--- config.mk ---
export PLATFORM = sky130hd
export DESIGN_NAME = sys_ctrl_ahbl_regs
export DESIGN_NICKNAME = d
export VERILOG_FILES = /design/src/rtl/sys_ctrl_ahbl_regs.sv
export SDC_FILE = /design/constraint.sdc
export NUM_CORES = 1
export LEC_CHECK = 0
export ABC_AREA = 1
export CORE_MARGIN = 2
export CORE_UTILIZATION = 35
export DETAILED_ROUTE_END_ITERATION = 7
export PLACE_DENSITY = 0.74
export SYNTH_ARGS = -nofsm -noshare
export SYNTH_HDL_FRONTEND = slang
export SYNTH_SLANG_ARGS = --single-unit
--- constraint.sdc ---
create_clock -name clk -period 1.8 [get_ports clk]
set_input_delay 0.27 -clock clk [delete_from_list [all_inputs] [get_ports clk]]
set_output_delay 0.27 -clock clk [all_outputs]
set_load 0.005 [all_outputs]
--- src/rtl/sys_ctrl_ahbl_regs.sv ---
// AHB-Lite register file holding the system-control configuration fields that feed sys_ctrl_regs,
// plus a synchronised, read-only view of the mgmt_select status.
module sys_ctrl_ahbl_regs #(
    parameter int ADDR_W    = 12,
    parameter bit MGMT_SYNC = 1'b1
) (
    input  logic              clk,
    input  logic              rst,
    input  logic              HSEL,
    input  logic [ADDR_W-1:0] HADDR,
    input  logic [1:0]        HTRANS,
    input  logic              HWRITE,
    input  logic [2:0]        HSIZE,
    input  logic              HREADY,
    input  logic [31:0]       HWDATA,
    output logic [31:0]       HRDATA,
    output logic              HREADYOUT,
    output logic              HRESP,
    output logic [23:0]       bus_muxsplit,
    output logic              bus_vref_e_vrefgen_en,
    output logic              bus_vref_w_vrefgen_en,
    output logic [4:0]        bus_vref_e_ref_sel,
    output logic [4:0]        bus_vref_w_ref_sel,
    output logic              bus_user_ahb_enable,
    output logic [15:0]       bus_user_irqs_enable,
    output logic [5:0]        bus_sio_cfg,
    input  logic              bus_mgmt_select
);

    typedef enum logic [1:0] {
        ST_IDLE = 2'd0,
        ST_DATA = 2'd1,
        ST_ERR1 = 2'd2,
        ST_ERR2 = 2'd3
    } state_e;

    state_e      state_q, state_d;
    logic [2:0]  off_q, off_d;
    logic [3:0]  lanes_q, lanes_d;
    logic        wr_q, wr_d;
    logic        hreadyout_q, hreadyout_d;
    logic        hresp_q, hresp_d;
    logic [23:0] muxsplit_q, muxsplit_d;
    logic        vref_e_en_q, vref_e_en_d;
    logic        vref_w_en_q, vref_w_en_d;
    logic [4:0]  vref_e_sel_q, vref_e_sel_d;
    logic [4:0]  vref_w_sel_q, vref_w_sel_d;
    logic        user_ahb_en_q, user_ahb_en_d;
    logic [15:0] user_irqs_q, user_irqs_d;
    logic [5:0]  sio_cfg_q, sio_cfg_d;
    logic [31:0] scratch_q, scratch_d;
    logic        mgmt_meta_q, mgmt_meta_d;
    logic        mgmt_sync_q, mgmt_sync_d;

    logic        addr_valid_s;
    logic        size_ok_s;
    logic        legal_s;
    logic [3:0]  lane_s;
    logic        mgmt_rd_s;
    logic [31:0] rd_word_s;
    logic [31:0] bmask_s;
    logic [31:0] wmerge_s;
    logic [2:0]  wr_sel_s;
    logic [31:0] hrdata_s;
    logic        unused_s;

    assign unused_s     = ^{HTRANS[0], HADDR[ADDR_W-1:5]};
    assign addr_valid_s = HSEL & HTRANS[1] & HREADY;
    assign mgmt_rd_s    = MGMT_SYNC ? mgmt_sync_q : mgmt_meta_q;

    // Address-phase decode: byte-lane mask, alignment check and offset range check.
    always_comb begin
        case (HSIZE)
            3'd0: begin
                lane_s    = 4'b0001 << HADDR[1:0];
                size_ok_s = 1'b1;
            end
            3'd1: begin
                lane_s    = HADDR[1] ? 4'b1100 : 4'b0011;
                size_ok_s = ~HADDR[0];
            end
            3'd2: begin
                lane_s    = 4'b1111;
                size_ok_s = (HADDR[1:0] == 2'b00);
            end
            default: begin
                lane_s    = 4'b0000;
                size_ok_s = 1'b0;
            end
        endcase
        legal_s = size_ok_s && (HADDR[4:2] <= 3'd4);
    end

    // Register word view of the latched offset, shared by readback and write merging.
    always_comb begin
        case (off_q)
            3'd0:    rd_word_s = {8'd0, muxsplit_q};
            3'd1:    rd_word_s = {11'd0, vref_w_sel_q, 3'd0, vref_e_sel_q, 6'd0, vref_w_en_q, vref_e_en_q};
            3'd2:    rd_word_s = {user_irqs_q, 15'd0, user_ahb_en_q};
            3'd3:    rd_word_s = {23'd0, mgmt_rd_s, 2'b00, sio_cfg_q};
            3'd4:    rd_word_s = scratch_q;
            default: rd_word_s = 32'd0;
        endcase
    end

    // Read data is only driven during a read data phase.
    always_comb begin
        if ((state_q == ST_DATA) && !wr_q) begin
            hrdata_s = rd_word_s;
        end else begin
            hrdata_s = 32'd0;
        end
    end

    // Byte-lane merge of write data; the write commits on the edge that ends the data phase.
    always_comb begin
        bmask_s  = {{8{lanes_q[3]}}, {8{lanes_q[2]}}, {8{lanes_q[1]}}, {8{lanes_q[0]}}};
        wmerge_s = (rd_word_s & ~bmask_s) | (HWDATA & bmask_s);
        wr_sel_s = ((state_q == ST_DATA) && wr_q) ? off_q : 3'd7;

        muxsplit_d    = muxsplit_q;
        vref_e_en_d   = vref_e_en_q;
        vref_w_en_d   = vref_w_en_q;
        vref_e_sel_d  = vref_e_sel_q;
        vref_w_sel_d  = vref_w_sel_q;
        user_ahb_en_d = user_ahb_en_q;
        user_irqs_d   = user_irqs_q;
        sio_cfg_d     = sio_cfg_q;
        scratch_d     = scratch_q;
        case (wr_sel_s)
            3'd0: muxsplit_d = wmerge_s[23:0];
            3'd1: begin
                vref_e_en_d  = wmerge_s[0];
                vref_w_en_d  = wmerge_s[1];
                vref_e_sel_d = wmerge_s[12:8];
                vref_w_sel_d = wmerge_s[20:16];
            end
            3'd2: begin
                user_ahb_en_d = wmerge_s[0];
                user_irqs_d   = wmerge_s[31:16];
            end
            3'd3:    sio_cfg_d = wmerge_s[5:0];
            3'd4:    scratch_d = wmerge_s;
            default: scratch_d = scratch_q;
        endcase
    end

    // Transfer FSM next state; ERR1 ignores the bus since HREADY is low then.
    always_comb begin
        state_d = state_q;
        off_d   = off_q;
        lanes_d = lanes_q;
        wr_d    = wr_q;
        case (state_q)
            ST_ERR1: state_d = ST_ERR2;
            ST_IDLE, ST_DATA, ST_ERR2: begin
                if (addr_valid_s && legal_s) begin
                    state_d = ST_DATA;
                    off_d   = HADDR[4:2];
                    lanes_d = lane_s;
                    wr_d    = HWRITE;
                end else if (addr_valid_s) begin
                    state_d = ST_ERR1;
                end else begin
                    state_d = ST_IDLE;
                end
            end
            default: state_d = ST_IDLE;
        endcase
        hreadyout_d = (state_d != ST_ERR1);
        hresp_d     = (state_d == ST_ERR1) || (state_d == ST_ERR2);
        mgmt_meta_d = bus_mgmt_select;
        mgmt_sync_d = mgmt_meta_q;
    end

    // All state, with synchronous reset taking priority over any pending write.
    always_ff @(posedge clk) begin
        if (rst) begin
            state_q       <= ST_IDLE;
            off_q         <= 3'd0;
            lanes_q       <= 4'd0;
            wr_q          <= 1'b0;
            hreadyout_q   <= 1'b1;
            hresp_q       <= 1'b0;
            muxsplit_q    <= 24'd0;
            vref_e_en_q   <= 1'b0;
            vref_w_en_q   <= 1'b0;
            vref_e_sel_q  <= 5'd0;
            vref_w_sel_q  <= 5'd0;
            user_ahb_en_q <= 1'b0;
            user_irqs_q   <= 16'd0;
            sio_cfg_q     <= 6'd0;
            scratch_q     <= 32'd0;
            mgmt_meta_q   <= 1'b0;
            mgmt_sync_q   <= 1'b0;
        end else begin
            state_q       <= state_d;
            off_q         <= off_d;
            lanes_q       <= lanes_d;
            wr_q          <= wr_d;
            hreadyout_q   <= hreadyout_d;
            hresp_q       <= hresp_d;
            muxsplit_q    <= muxsplit_d;
            vref_e_en_q   <= vref_e_en_d;
            vref_w_en_q   <= vref_w_en_d;
            vref_e_sel_q  <= vref_e_sel_d;
            vref_w_sel_q  <= vref_w_sel_d;
            user_ahb_en_q <= user_ahb_en_d;
            user_irqs_q   <= user_irqs_d;
            sio_cfg_q     <= sio_cfg_d;
            scratch_q     <= scratch_d;
            mgmt_meta_q   <= mgmt_meta_d;
            mgmt_sync_q   <= mgmt_sync_d;
        end
    end

    assign HRDATA                = hrdata_s;
    assign HREADYOUT             = hreadyout_q;
    assign HRESP                 = hresp_q;
    assign bus_muxsplit          = muxsplit_q;
    assign bus_vref_e_vrefgen_en = vref_e_en_q;
    assign bus_vref_w_vrefgen_en = vref_w_en_q;
    assign bus_vref_e_ref_sel    = vref_e_sel_q;
    assign bus_vref_w_ref_sel    = vref_w_sel_q;
    assign bus_user_ahb_enable   = user_ahb_en_q;
    assign bus_user_irqs_enable  = user_irqs_q;
    assign bus_sio_cfg           = sio_cfg_q;

endmodule

==> impl_metrics.env <==
export IMPL_num_nets_final=1039
export IMPL_fillCellCount=1367
export IMPL_synth_sequential_area_ratio_pct=40.8
export IMPL_postRouteAntennaNets=0
export IMPL_antennaDiodeCount=0
export IMPL_grt_start_max_net_pins=55
export IMPL_synth_area_um2=5150
export IMPL_hold_viol_final=0
export IMPL_route_vias_total=5724
export IMPL_first_global_vias=5135
export IMPL_htreeDepth=3
export IMPL_worstHoldPathType="flip-flop to flip-flop"
export IMPL_setup_violations=32
export IMPL_cap_violations=0
export IMPL_drt_pre_antenna_iters=5
export IMPL_required_ns=1.53
export IMPL_p_leak_nw=3.61
export IMPL_fraction_of_layout_cells_with_a_size_suffix_above_1_pct=22.1
export IMPL_place_detailed_instances=1125
export IMPL_floorplan_initialDensity_pct=35.6
export IMPL_timing_slew_headroom_pct=62.9
export IMPL_status="complete, but fails checks"
export IMPL_worst_hold_margin_ns=0.406
export IMPL_worst_path_dominant_cell_family="buffers and inverters"
export IMPL_most_common_cell_after_layout_fill_and_taps_aside="nand2_1"
export IMPL_insertion_delay_ns=0.34
export IMPL_placeable_core_region_um2=14500
export IMPL_layout_area_overhead_vs_synth_pct=52.5
export IMPL_worst_path_most_repeated_cell="buf_8"
export IMPL_worstSetupEndpointType="output pin"
export IMPL_dpl_hpwl_um=10900
export IMPL_cts_num_sinks=105
export IMPL_critical_path_peak_fanout=5
export IMPL_arrival_ns=1.75
export IMPL_pwr_density_cell_nw_per_um2=564
export IMPL_antenna_found_initial=0
export IMPL_grt_setup_unrepaired="true"
export IMPL_synth_cell_type_count=23
export IMPL_mostFrequentLayoutCells="146 x nand2_1, 111 x nor2_1, 107 x clkdlybuf4s50_1, 102 x dfxtp_1, 82 x nand3_1"
export IMPL_tritoncts_num_buffers=9
export IMPL_grt_ovfl_total=0
export IMPL_fp_dieH_um=125
export IMPL_vdd_drop_max_mv=0.397
export IMPL_finalMaxSlewViolations=0
export IMPL_die_width_um=125
export IMPL_ios=148
export IMPL_stdcell_count=1171
export IMPL_crit_chain="buf_4 > nor2_4 > clkbuf_16 > buf_8 > buf_8 > nand2_4 > a21oi_2 > buf_2"
export IMPL_path_class="flip-flop to output pin"
export IMPL_syn_num_nets=851
export IMPL_worst_setup_sp_type="flip-flop"
export IMPL_gpl_wtd_cong=0.848
export IMPL_grt_first_pass_wirelength_um=25600
export IMPL_cp_buffers_inverters=5
export IMPL_fp_dieArea_um2=15700
export IMPL_synth_area_per_cell_um2=6.47
export IMPL_post_drt_wl_per_cell_um=14.0
export IMPL_drtIter0Drc=499
export IMPL_drt_wl_total_um=16400
export IMPL_total_power_mw=4.43
export IMPL_grtUsageTotal_pct=19.9
export IMPL_syn_instance_count=796
export IMPL_register_to_register_setup_slack_ns=0.05
export IMPL_placement_row_count=44
export IMPL_crit_path_max_incr_delay_ns=0.38
export IMPL_routed_via_density=4.89
export IMPL_route_detailed_drc=0
export IMPL_worstMarginPinSlew_ns=0.556
export IMPL_final_period_utilization_pct=112
export IMPL_finalCriticalPeriod_ns=2.02
export IMPL_cts_hold_repair_buffers=0
export IMPL_cts_tree="done"
export IMPL_clkSlewWorstSetupHoldPaths_ns=0.07
export IMPL_finClkSkew_ns=0.00781
export IMPL_fin_ws_ns=-0.222
export IMPL_ctsRootBufferMaster="clkbuf_16"
export IMPL_critPathSlowestCell="dfxtp_4"
export IMPL_yosys_register_bits=105
export IMPL_violated_checks="negative setup slack"
export IMPL_cts_root_to_sink_buffers=2
export IMPL_achievable_frequency_mhz=494
export IMPL_synthesis_yosys_warnings=0
export IMPL_input_output_buffers=139
export IMPL_setup_slack_after_placement_ns=-0.113
-- power by group --
group,leakage (nW),internal (mW),switching [mW]
Clock,0.120,0.924,0.823
Sequential,0.849,2.33,0.00697
Combinational,2.64,0.191,0.158
Total,3.61,3.44,0.988
-- state kept, by name (all words and copies together) (netlist names) --
signal,count
HREADYOUT,1
HRESP,1
bus_muxsplit,24
bus_sio_cfg,6
bus_user_ahb_enable,1
bus_user_irqs_enable,16
bus_vref_e_ref_sel,5
bus_vref_e_vrefgen_en,1
bus_vref_w_ref_sel,5
bus_vref_w_vrefgen_en,1
lanes_q,4
mgmt_meta_q,1
mgmt_rd_s,1
off_q,3
scratch_q,32
state_q,2
wr_q,1
-- synth_stat cells (all sizes together) --
| master | number | share of area (%) |
|---|---|---|
| buf | 29 | 3.4 |
| nand3 | 94 | 9.2 |
| a21oi | 70 | 6.8 |
| nand4 | 8 | 0.97 |
| nand2 | 185 | 14 |
| and3 | 1 | 0.12 |
| nor2 | 121 | 9.5 |
| clkbuf | 16 | 1.2 |
| nor3 | 3 | 0.39 |
| o21ai | 75 | 7.3 |
| dfxtp | 105 | 41 |
| inv | 83 | 6.0 |
| or2 | 6 | 0.73 |
-- worst paths after layout --
kind | cells past startpoint | endpoint | startpoint
setup / recovery | 8 | HRDATA[15] | off_q[2]$_SDFFE_PP0P_
hold / removal | 2 | mgmt_rd_s$_SDFF_PP0_ | mgmt_meta_q$_SDFF_PP0_
setup reg to reg | 11 | bus_muxsplit[1]$_SDFFE_PP0N_ | off_q[0]$_SDFFE_PP0P_
hold reg to reg | 2 | mgmt_rd_s$_SDFF_PP0_ | mgmt_meta_q$_SDFF_PP0_
-- per-layer routing --
| metal | GRT usage (%) | part of all wire [%] |
|---|---|---|
| met3 | 4.62 | 6.4 |
| met2 | 31.4 | 47 |
| met4 | 7.39 | 2.3 |
| met5 | 0 | 0 |
| met1 | 26.5 | 45 |
-- through the flow --
| stage | util (%) | TNS, ns | cell area [µm²] |
|---|---|---|---|
| 2_1_floorplan | - | 0 | 5150 |
| 6_report | 54.3 | -3.25 | 7860 |
| 3_3_place_gp | 48.5 | -1.61 | 7030 |
| 5_1_grt | 54.3 | -6.71 | 7860 |
| 3_5_place_dp | 48.5 | -2.21 | 7030 |
| 4_1_cts | 52.2 | -3.37 | 7560 |
-- area by class of cell --
| type | count | area, µm² | share of cell area, % |
|---|---|---|---|
| multi-input combinational | 563 | 2800 | 35.6 |
| clock inverter | 1 | 5.00 | 0.0637 |
| inverter | 83 | 317 | 4.03 |
| clock buffer | 13 | 240 | 3.06 |
| timing repair buffer | 222 | 2150 | 27.4 |
| tap | 184 | 230 | 2.93 |
| sequential | 105 | 2110 | 26.9 |
-- tightest hold or removal path, delay by kind of cell (launching register included) --
kind / cells / cell delay (ns)
buf+inv: 1 / 0.04
simple gates: 1 / 0.03
flops: 1 / 0.30
-- logic make-up (layout without fill, tap and decap cells) --
| logic type | after synthesis | in the layout | share of synthesized area (%) |
|---|---|---|---|
| simple gates | 418 | 418 | 34.5 |
| buf+inv | 128 | 319 | 10.6 |
| flops | 105 | 105 | 40.8 |
| compound gates | 145 | 145 | 14.1 |
-- timing repair --
item / CTS / global route
hold endpoints to repair: 0 / 0
pin swaps: 18 / 14
buffers inserted: 21 / 8
cloned: 2 / 1
endpoints found under the setup margin: 32 / 33
gates resized for setup: 184 / 66
Note: power is estimated with default switching activity, not from simulation.
